<file path="src/rtl/cpfsk_audio_mod.sv">
`timescale 1ns/1ps
// Continuous-phase binary FSK modulator: NCO steered by a sampled data bit, 8-bit sine output.
// Also supplies the bit clock and a power-on reset for the external data source.
module cpfsk_audio_mod #(
  parameter int PHASE_W   = 24,
  parameter int MARK_INC  = 5592,
  parameter int SPACE_INC = 3050,
  parameter int BAUD_DIV  = 5500,
  parameter int RST_BITS  = 2
) (
  input  logic       clk_in,
  input  logic       sys_rst_n,
  input  logic       data,
  output logic       clk_out,
  output logic       cpfsk_rst,
  output logic [7:0] audio_out
);
  localparam int CNT_W = $clog2(BAUD_DIV);
  localparam int BIT_W = (RST_BITS < 2) ? 1 : $clog2(RST_BITS);

  localparam logic [CNT_W-1:0]   CNT_LAST   = CNT_W'(BAUD_DIV - 1);
  localparam logic [CNT_W-1:0]   CNT_HALF   = CNT_W'(BAUD_DIV / 2);
  localparam logic [BIT_W-1:0]   BIT_LAST   = BIT_W'(RST_BITS - 1);
  localparam logic [PHASE_W-1:0] MARK_STEP  = PHASE_W'(MARK_INC);
  localparam logic [PHASE_W-1:0] SPACE_STEP = PHASE_W'(SPACE_INC);

  logic [CNT_W-1:0]   r_baud_cnt;
  logic               r_clk_out;
  logic               r_cpfsk_rst;
  logic [BIT_W-1:0]   r_bit_cnt;
  logic               r_cur_bit;
  logic [PHASE_W-1:0] r_phase;
  logic [7:0]         r_audio;

  logic               w_wrap;
  logic [CNT_W-1:0]   w_baud_cnt_next;
  logic [PHASE_W-1:0] w_phase_inc;
  logic [7:0]         w_idx;
  logic [6:0]         w_qidx;
  logic [6:0]         w_qmag;
  logic [7:0]         w_sample;

  assign w_wrap          = (r_baud_cnt == CNT_LAST);
  assign w_baud_cnt_next = w_wrap ? '0 : r_baud_cnt + CNT_W'(1);

  // The bit-period counter stops once the source reset has been released.
  always_ff @(posedge clk_in or negedge sys_rst_n) begin
    if (!sys_rst_n) begin
      r_baud_cnt  <= '0;
      r_clk_out   <= 1'b0;
      r_cpfsk_rst <= 1'b1;
      r_bit_cnt   <= '0;
      r_cur_bit   <= 1'b0;
    end else begin
      r_baud_cnt <= w_baud_cnt_next;
      r_clk_out  <= (w_baud_cnt_next < CNT_HALF);
      if (w_wrap) begin
        r_cur_bit <= data & ~r_cpfsk_rst;
        if (r_cpfsk_rst) begin
          if (r_bit_cnt == BIT_LAST) begin
            r_cpfsk_rst <= 1'b0;
          end else begin
            r_bit_cnt <= r_bit_cnt + BIT_W'(1);
          end
        end
      end
    end
  end

  assign w_phase_inc = r_cur_bit ? MARK_STEP : SPACE_STEP;

  // Phase is never cleared on a bit change, which keeps the output phase-continuous.
  always_ff @(posedge clk_in or negedge sys_rst_n) begin
    if (!sys_rst_n) begin
      r_phase <= '0;
      r_audio <= 8'd128;
    end else begin
      r_phase <= r_phase + w_phase_inc;
      r_audio <= w_sample;
    end
  end

  assign w_idx  = r_phase[PHASE_W-1 -: 8];
  assign w_qidx = w_idx[6] ? (7'd64 - {1'b0, w_idx[5:0]}) : {1'b0, w_idx[5:0]};

  // Quarter wave: round(127*sin(pi*k/128)) for k = 0..64.
  always_comb begin
    w_qmag = 7'd127;
    case (w_qidx)
      7'd0:  w_qmag = 7'd0;   7'd1:  w_qmag = 7'd3;   7'd2:  w_qmag = 7'd6;   7'd3:  w_qmag = 7'd9;
      7'd4:  w_qmag = 7'd12;  7'd5:  w_qmag = 7'd16;  7'd6:  w_qmag = 7'd19;  7'd7:  w_qmag = 7'd22;
      7'd8:  w_qmag = 7'd25;  7'd9:  w_qmag = 7'd28;  7'd10: w_qmag = 7'd31;  7'd11: w_qmag = 7'd34;
      7'd12: w_qmag = 7'd37;  7'd13: w_qmag = 7'd40;  7'd14: w_qmag = 7'd43;  7'd15: w_qmag = 7'd46;
      7'd16: w_qmag = 7'd49;  7'd17: w_qmag = 7'd51;  7'd18: w_qmag = 7'd54;  7'd19: w_qmag = 7'd57;
      7'd20: w_qmag = 7'd60;  7'd21: w_qmag = 7'd63;  7'd22: w_qmag = 7'd65;  7'd23: w_qmag = 7'd68;
      7'd24: w_qmag = 7'd71;  7'd25: w_qmag = 7'd73;  7'd26: w_qmag = 7'd76;  7'd27: w_qmag = 7'd78;
      7'd28: w_qmag = 7'd81;  7'd29: w_qmag = 7'd83;  7'd30: w_qmag = 7'd85;  7'd31: w_qmag = 7'd88;
      7'd32: w_qmag = 7'd90;  7'd33: w_qmag = 7'd92;  7'd34: w_qmag = 7'd94;  7'd35: w_qmag = 7'd96;
      7'd36: w_qmag = 7'd98;  7'd37: w_qmag = 7'd100; 7'd38: w_qmag = 7'd102; 7'd39: w_qmag = 7'd104;
      7'd40: w_qmag = 7'd106; 7'd41: w_qmag = 7'd107; 7'd42: w_qmag = 7'd109; 7'd43: w_qmag = 7'd111;
      7'd44: w_qmag = 7'd112; 7'd45: w_qmag = 7'd113; 7'd46: w_qmag = 7'd115; 7'd47: w_qmag = 7'd116;
      7'd48: w_qmag = 7'd117; 7'd49: w_qmag = 7'd118; 7'd50: w_qmag = 7'd120; 7'd51: w_qmag = 7'd121;
      7'd52: w_qmag = 7'd122; 7'd53: w_qmag = 7'd122; 7'd54: w_qmag = 7'd123; 7'd55: w_qmag = 7'd124;
      7'd56: w_qmag = 7'd125; 7'd57: w_qmag = 7'd125; 7'd58: w_qmag = 7'd126; 7'd59: w_qmag = 7'd126;
      7'd60: w_qmag = 7'd126; 7'd61: w_qmag = 7'd127; 7'd62: w_qmag = 7'd127; 7'd63: w_qmag = 7'd127;
      default: w_qmag = 7'd127;
    endcase
  end

  assign w_sample = w_idx[7] ? (8'd128 - {1'b0, w_qmag}) : (8'd128 + {1'b0, w_qmag});

  assign clk_out   = r_clk_out;
  assign cpfsk_rst = r_cpfsk_rst;
  assign audio_out = r_audio;
endmodule

</file>
<file path="config.mk">
export PLATFORM = sky130hd
export DESIGN_NAME = cpfsk_audio_mod
export DESIGN_NICKNAME = d
export VERILOG_FILES = /design/src/rtl/cpfsk_audio_mod.sv
export SDC_FILE = /design/constraint.sdc
export NUM_CORES = 1
export LEC_CHECK = 0
export ABC_CLOCK_PERIOD_IN_PS = 6300
export CORE_MARGIN = 2
export CORE_UTILIZATION = 50
export CTS_CLUSTER_DIAMETER = 150
export DETAILED_ROUTE_END_ITERATION = 10
export PLACE_DENSITY = 0.68
export SETUP_SLACK_MARGIN = 0.02
export SLEW_MARGIN = 30
export SYNTH_ARGS = -nofsm -noshare
export SYNTH_HDL_FRONTEND = slang
export SYNTH_SLANG_ARGS = --single-unit
</file>
<file path="constraint.sdc">
create_clock -name clk_in -period 6.3 [get_ports clk_in]
set_input_delay 1.575 -clock clk_in [delete_from_list [all_inputs] [get_ports clk_in]]
set_output_delay 1.575 -clock clk_in [all_outputs]
set_load 0.01 [all_outputs]
</file>
## Word level (Yosys, flattened, before mapping)

Memory sizes are Yosys's and may differ from the RTL's.
Index checks and enable logic that the tools add are counted.

- Bits of input ports: 3
- Memory bits (read-only): 448
- Register bits after elaboration: 49
- Memories kept: 1
- Output and inout bits: 10
- Logic and storage cells: 27

Memories:

| memory | words | width | read ports | clocked after memory_dff | wr ports | line | RTL |
|---|---|---|---|---|---|---|---|
| (name not given) | 64 | 7 | 1 | 0 | 0 | 89 | `case (w_qidx)` |

- Multiplexer cells: 8
- Equality and inequality tests: 1
- Add/sub/neg operators: 6
- Order comparisons: 1
- Bitwise gates (word level): 2
- Reductions and logical operators: 1

Operators by type and width:

| kind | number |
|---|---|
| 13-bit two-way mux | 2 |
| 24-bit by 13-bit adder with 24-bit output | 1 |
| 7-bit two-way mux | 2 |
| 13-bit by 1-bit adder with 13-bit output, second input constant | 1 |
| 13-bit == test, second input constant | 1 |
| 13-bit by 12-bit less-than comparator with 1-bit output, second input constant | 1 |
| 8-bit by 7-bit adder with 8-bit output, first input constant | 1 |
| 8-bit two-way mux | 1 |
| 8-bit by 7-bit subtractor with 8-bit output, first input constant | 1 |
| 7-bit by 6-bit subtractor with 7-bit output, first input constant | 1 |
| 1-bit two-way mux | 3 |
| 2-bit AND reduction | 1 |
| 1-bit adder, second input constant | 1 |
| 1-bit AND | 1 |
| 1-bit inverter | 1 |

## Logic depth before layout (Yosys ltp)

An unclocked memory read counts as a cell.

- Depth in word-level cells: 6
- Gate-level depth with buffers: 18
- Depth with buffers taken out: 17

## Worst setup path before layout

OpenSTA, ideal clock, no wires.

- Path kind: register to register
- From: register r_phase[16]
- To: register r_audio[4] (netlist: audio_out[4])
- Cell stages (with the launch flop): 19
- Data required time: 6,167 ps
- Path buffers: 1
- Setup time: 133 ps
- Clock period less this slack: 3,711 ps
- Slack: 2,589 ps
- Arrival time: 3,577 ps
- Path through: dfrtp_1 -> clkbuf_1 -> inv_1 -> ha_1 -> nand2_1 -> o21ai_1 -> inv_1 -> ha_1 -> mux2_2 -> nor3b_1 -> a2111oi_0 -> a2111oi_0 -> nor3_1 -> nand2_1 -> inv_1 -> ha_1 -> nand2_1 -> o31ai_2 -> xor2_1

- Longest elaborated chain between the ends: 6
- Elaborated cells on any way between the ends: 7
- Classes of those cells: add/sub (3); mux (3); memory (1)

RTL lines:

| what | line | RTL |
|---|---|---|
| start: declaration | 32 | `logic [PHASE_W-1:0] r_phase;` |
| start signal: assignment | 78 | `r_phase <= r_phase + w_phase_inc;` |
| 7-bit by 6-bit subtractor with 7-bit output | 84 | `assign w_qidx = w_idx[6] ? (7'd64 - {1'b0, w_idx[5:0]}) : {1'b0, w_idx[5:0]};` |
| 7-bit two-way mux (*) | 84 |  |
| memory read 64 x 7 bit | n/a |  |
| 7-bit two-way mux (*) | 89 |  |
| net w_qmag[0] | 40 | `logic [6:0] w_qmag;` |
| 8-bit by 7-bit adder with 8-bit output or 8-bit by 7-bit subtractor with 8-bit output (tied branches) | 110 | `assign w_sample = w_idx[7] ? (8'd128 - {1'b0, w_qmag}) : (8'd128 + {1'b0, w_qmag});` |
| 8-bit two-way mux (*) | 110 |  |
| net w_sample[4] | 41 | `logic [7:0] w_sample;` |
| end signal: assignment | 79 | `r_audio <= w_sample;` |
| end: declaration | 33 | `logic [7:0] r_audio;` |

Mark *: on every way through the listed nets, which the timed path passes. The rest lies on a longest branch.
A chain may end at the register's enable or synchronous reset.

## Worst setup path in the final report

- From: register r_phase[16]
- To: register r_audio[6] (netlist: audio_out[6])

The elaborated chain is that of the path after synthesis.

==> reports/qor.txt <==
Status = complete, no violations
Die ar. = 0.00732 mm^2
Predominant post-synthesis flop cell = dfrtp_1
DR iter-0 viols = 156
Final setup fails = 0
Grt total ovfl = 0
Synth top area share = 34.6%
Simple-gate share of the synthesized area = 19.9%
Die Height = 85.5 um
Cells after synthesis = 355
Gr usage total = 19.9%
Post-CTS sizing = 0
Routed WL per cell = 15.3 um
Initial Utilization = 52.1%
Distinct cells, synth = 66
FILL cells = 553
Worst reg2reg path depth = 17
Worst setup endpoint = audio_out[6]
Syn Nets = 378
Hold Buf Count CTS = 0
Largest family of logic cells by synthesized area = simple AND/OR/NAND/NOR gates
Pin count of the biggest net entering global routing = 49
Vias in the first global route = 2521
Met3 WL post-DR = 361 um
Clock power share = 38.6%
Antenna Diode Count = 0
Sequential Power Share = 60.1%
Clock tree sinks = 48
Largest area contributor in the netlist = dfrtp_1
Final Hold Violating Endpoints = 0
Reg clk slew, reported paths = 90 ps
Drt first pass iters = 4
I/O pins = 13
CP Max Fanout = 20
Sum Neg Setup Slack = 0 ps
Die W = 85.5 um
Detailed Route WL = 6620 um
Final #Nets = 379
CTS H-tree lvls = 2
Uppermost layer routed = met4
Synth-to-Final Area Change = 6.96%
Clock Skew = 6.68 ps
Max Buffers Root-to-Sink = 2
Multi-input gate area = 0.00197 mm^2
Worst Path Class, Setup = register to register
DRC = 0
CP Launch Type = register
Core ar. = 0.00639 mm^2
GPL Wtd Cong = 0.938
Post-synth EDFFs = 0
Worst Hold Launch = r_bit_cnt
Internal power = 0.407 mW
Pins Over Slew Limit = 0
Worst-Skew Late Latency = 300 ps
Synth cell count leaders = dfrtp_1, nor2_1, nand2_1, xnor2_1, ha_1
Tmin final = 4320 ps
Num rows = 29
Synth Area in XOR/XNOR = 10.0%
Post-Syn Area = 0.00332 mm^2
Pwr/cell area = 144 mW/mm^2
Fraction of layout cells with a size suffix above 1 = 8.99%
Setup bufs post-CTS = 0
Vias = 2551
P_leak = 1.52 nW
Post-synthesis mux area share = 3.80%
VDD IR max = 0.112 mV
Register-to-Register Setup Slack = 1980 ps
Root buf cell = clkbuf_8
Max_cap viols = 0
Worst-Margin Slew = 704 ps
Comb pwr share = 1.3%
Placed cells = 426
Finished Layout Cells = 433
Compound-gate portion of the synthesized area = 17.1%
Slew headroom = 52.9%
CTS tree = done
Post-synthesis area per instance = 9.36 um^2
CP startpoint = r_phase[16]
Asr flop ratio synth = 100%
Top-count cell post-synth = dfrtp_1
Final period util = 68.6%
Hpwl dp = 4730 um
Routed wl met2 = 2980 um
Min-Delay Path Class = register to register
Final antenna-violating net count = 0
WP data required = 6490 ps
Worst r2r src = r_phase[16]
First-pass GRT wire length = 11800 um
P_sw = 0.106 mW
M1 wire length = 3230 um
Fmax = 232 MHz
Yosys warns = 0
Net Sw Frac = 20.6%
Initial antenna violation count = 0
CTS Buf Count = 5
Register Area = 0.00120 mm^2
Crit path capture type = register
Synth Area in Adders = 7.83%
RSZ-0062 raised after global routing = false
Seq cells post-synth = 48
Reg2reg end = audio_out[6]
Largest cells by area after synthesis = dfrtp_1, ha_1, xnor2_1, nor2_1, xor2_1
Sequential fraction of the synthesis area = 36.2%
WP data arrival = 4510 ps
Routed vias/inst = 5.89
I/O Buffers = 12
==> registers in the layout (all words and copies together), names as in the netlist <==
register	cells
audio_out	8
clk_out	1
cpfsk_rst	1
r_baud_cnt	13
r_bit_cnt	1
r_cur_bit	1
r_phase	23
==> routing by layer <==
metal	global-route usage [%]	up-vias
met5	0	-
met4	5.48	0
met2	31.0	72
li1	-	1264
met1	28.5	1208
met3	3.85	7
==> critical path, cell delays in order, from the launching register on <==
cell and delay [ps]:
dfrtp_1 780, inv_1 300, ha_1 400, nand2_1 60, o21ai_1 310, inv_1 320, ha_1 310, mux2_2 270
nor3b_1 170, a2111oi_0 100, a2111oi_0 420, nor3_1 120, nand2_1 100, inv_1 40, ha_1 190, inv_1 80
o31ai_2 80, xnor2_1 140
==> stage by stage <==
stage,worst slack (ps),utilization (%),cell area (um^2),power (mW),hold slack (ps)
floorplan,2590,-,3320,0.314,397
global placement,2260,53.9,3440,0.321,409
detailed placement,2080,53.9,3440,0.321,422
CTS,2030,55.4,3540,0.520,421
global route,1350,55.7,3560,0.532,456
finish,1980,55.7,3560,0.512,418
==> worst min-delay path by stage <==
stage          slack (ps)        end  cells past startpoint
6_report              420  cpfsk_rst                      1
5_1_grt               460  cpfsk_rst                      1
4_1_cts               420  cpfsk_rst                      1
3_5_place_dp          420  cpfsk_rst                      1
3_3_place_gp          410  cpfsk_rst                      1
2_1_floorplan         400  cpfsk_rst                      1
==> power groups by stage <==
stage	clock network, mW	logic [mW]	registers [mW]
2_1_floorplan	0	0.000000884	0.314
3_3_place_gp	0	0.00687	0.314
3_5_place_dp	0	0.00735	0.314
4_1_cts	0.205	0.00734	0.308
5_1_grt	0.216	0.00826	0.308
6_report	0.198	0.00685	0.308
==> cells in the final DEF (no fill, tap or decap), types with 2 or more instances in the layout <==
master | Yosys | routed
ha_1 | 20 | 20
a31oi_1 | 7 | 7
or3b_2 | 2 | 2
mux4_2 | 2 | 2
and2_1 | 3 | 3
a21o_1 | 6 | 6
xnor2_1 | 26 | 25
a211oi_1 | 6 | 6
nor4b_1 | 2 | 2
o31ai_2 | 2 | 2
clkbuf_8 | 0 | 7
a2111oi_0 | 5 | 5
nand3_1 | 10 | 10
nand2_1 | 26 | 26
nand3b_1 | 2 | 2
o21a_1 | 2 | 2
a21boi_0 | 2 | 2
o31ai_1 | 2 | 2
xor2_1 | 12 | 12
nor3_1 | 9 | 9
a31o_2 | 2 | 2
mux2i_1 | 7 | 7
a21oi_1 | 10 | 10
nor2_1 | 29 | 29
o21ai_1 | 3 | 3
o21bai_1 | 2 | 2
nand4bb_1 | 2 | 2
buf_4 | 0 | 2
o21ai_0 | 14 | 14
or2_2 | 2 | 2
and3_1 | 5 | 5
clkdlybuf4s50_1 | 0 | 11
nor2b_1 | 8 | 8
nand4_1 | 5 | 5
nand2b_1 | 7 | 7
dfrtp_1 | 46 | 46
dfstp_2 | 2 | 2
inv_1 | 18 | 18
==> cell families after synthesis <==
kind of cell,Yosys count
simple gates,123
compound gates,78
flops,48
xor+xnor,38
buf+inv,37
fa+ha+maj,21
mux,10
==> final cells by class <==
cell class | count | area share (%)
flip-flops and latches | 48 | 33.8
clock buffers | 7 | 2.71
well taps | 77 | 2.71
multi-input cells | 270 | 55.3
inverters | 18 | 1.90
repair buffers | 13 | 3.52
No activity file was read; power rests on OpenSTA's default activity.
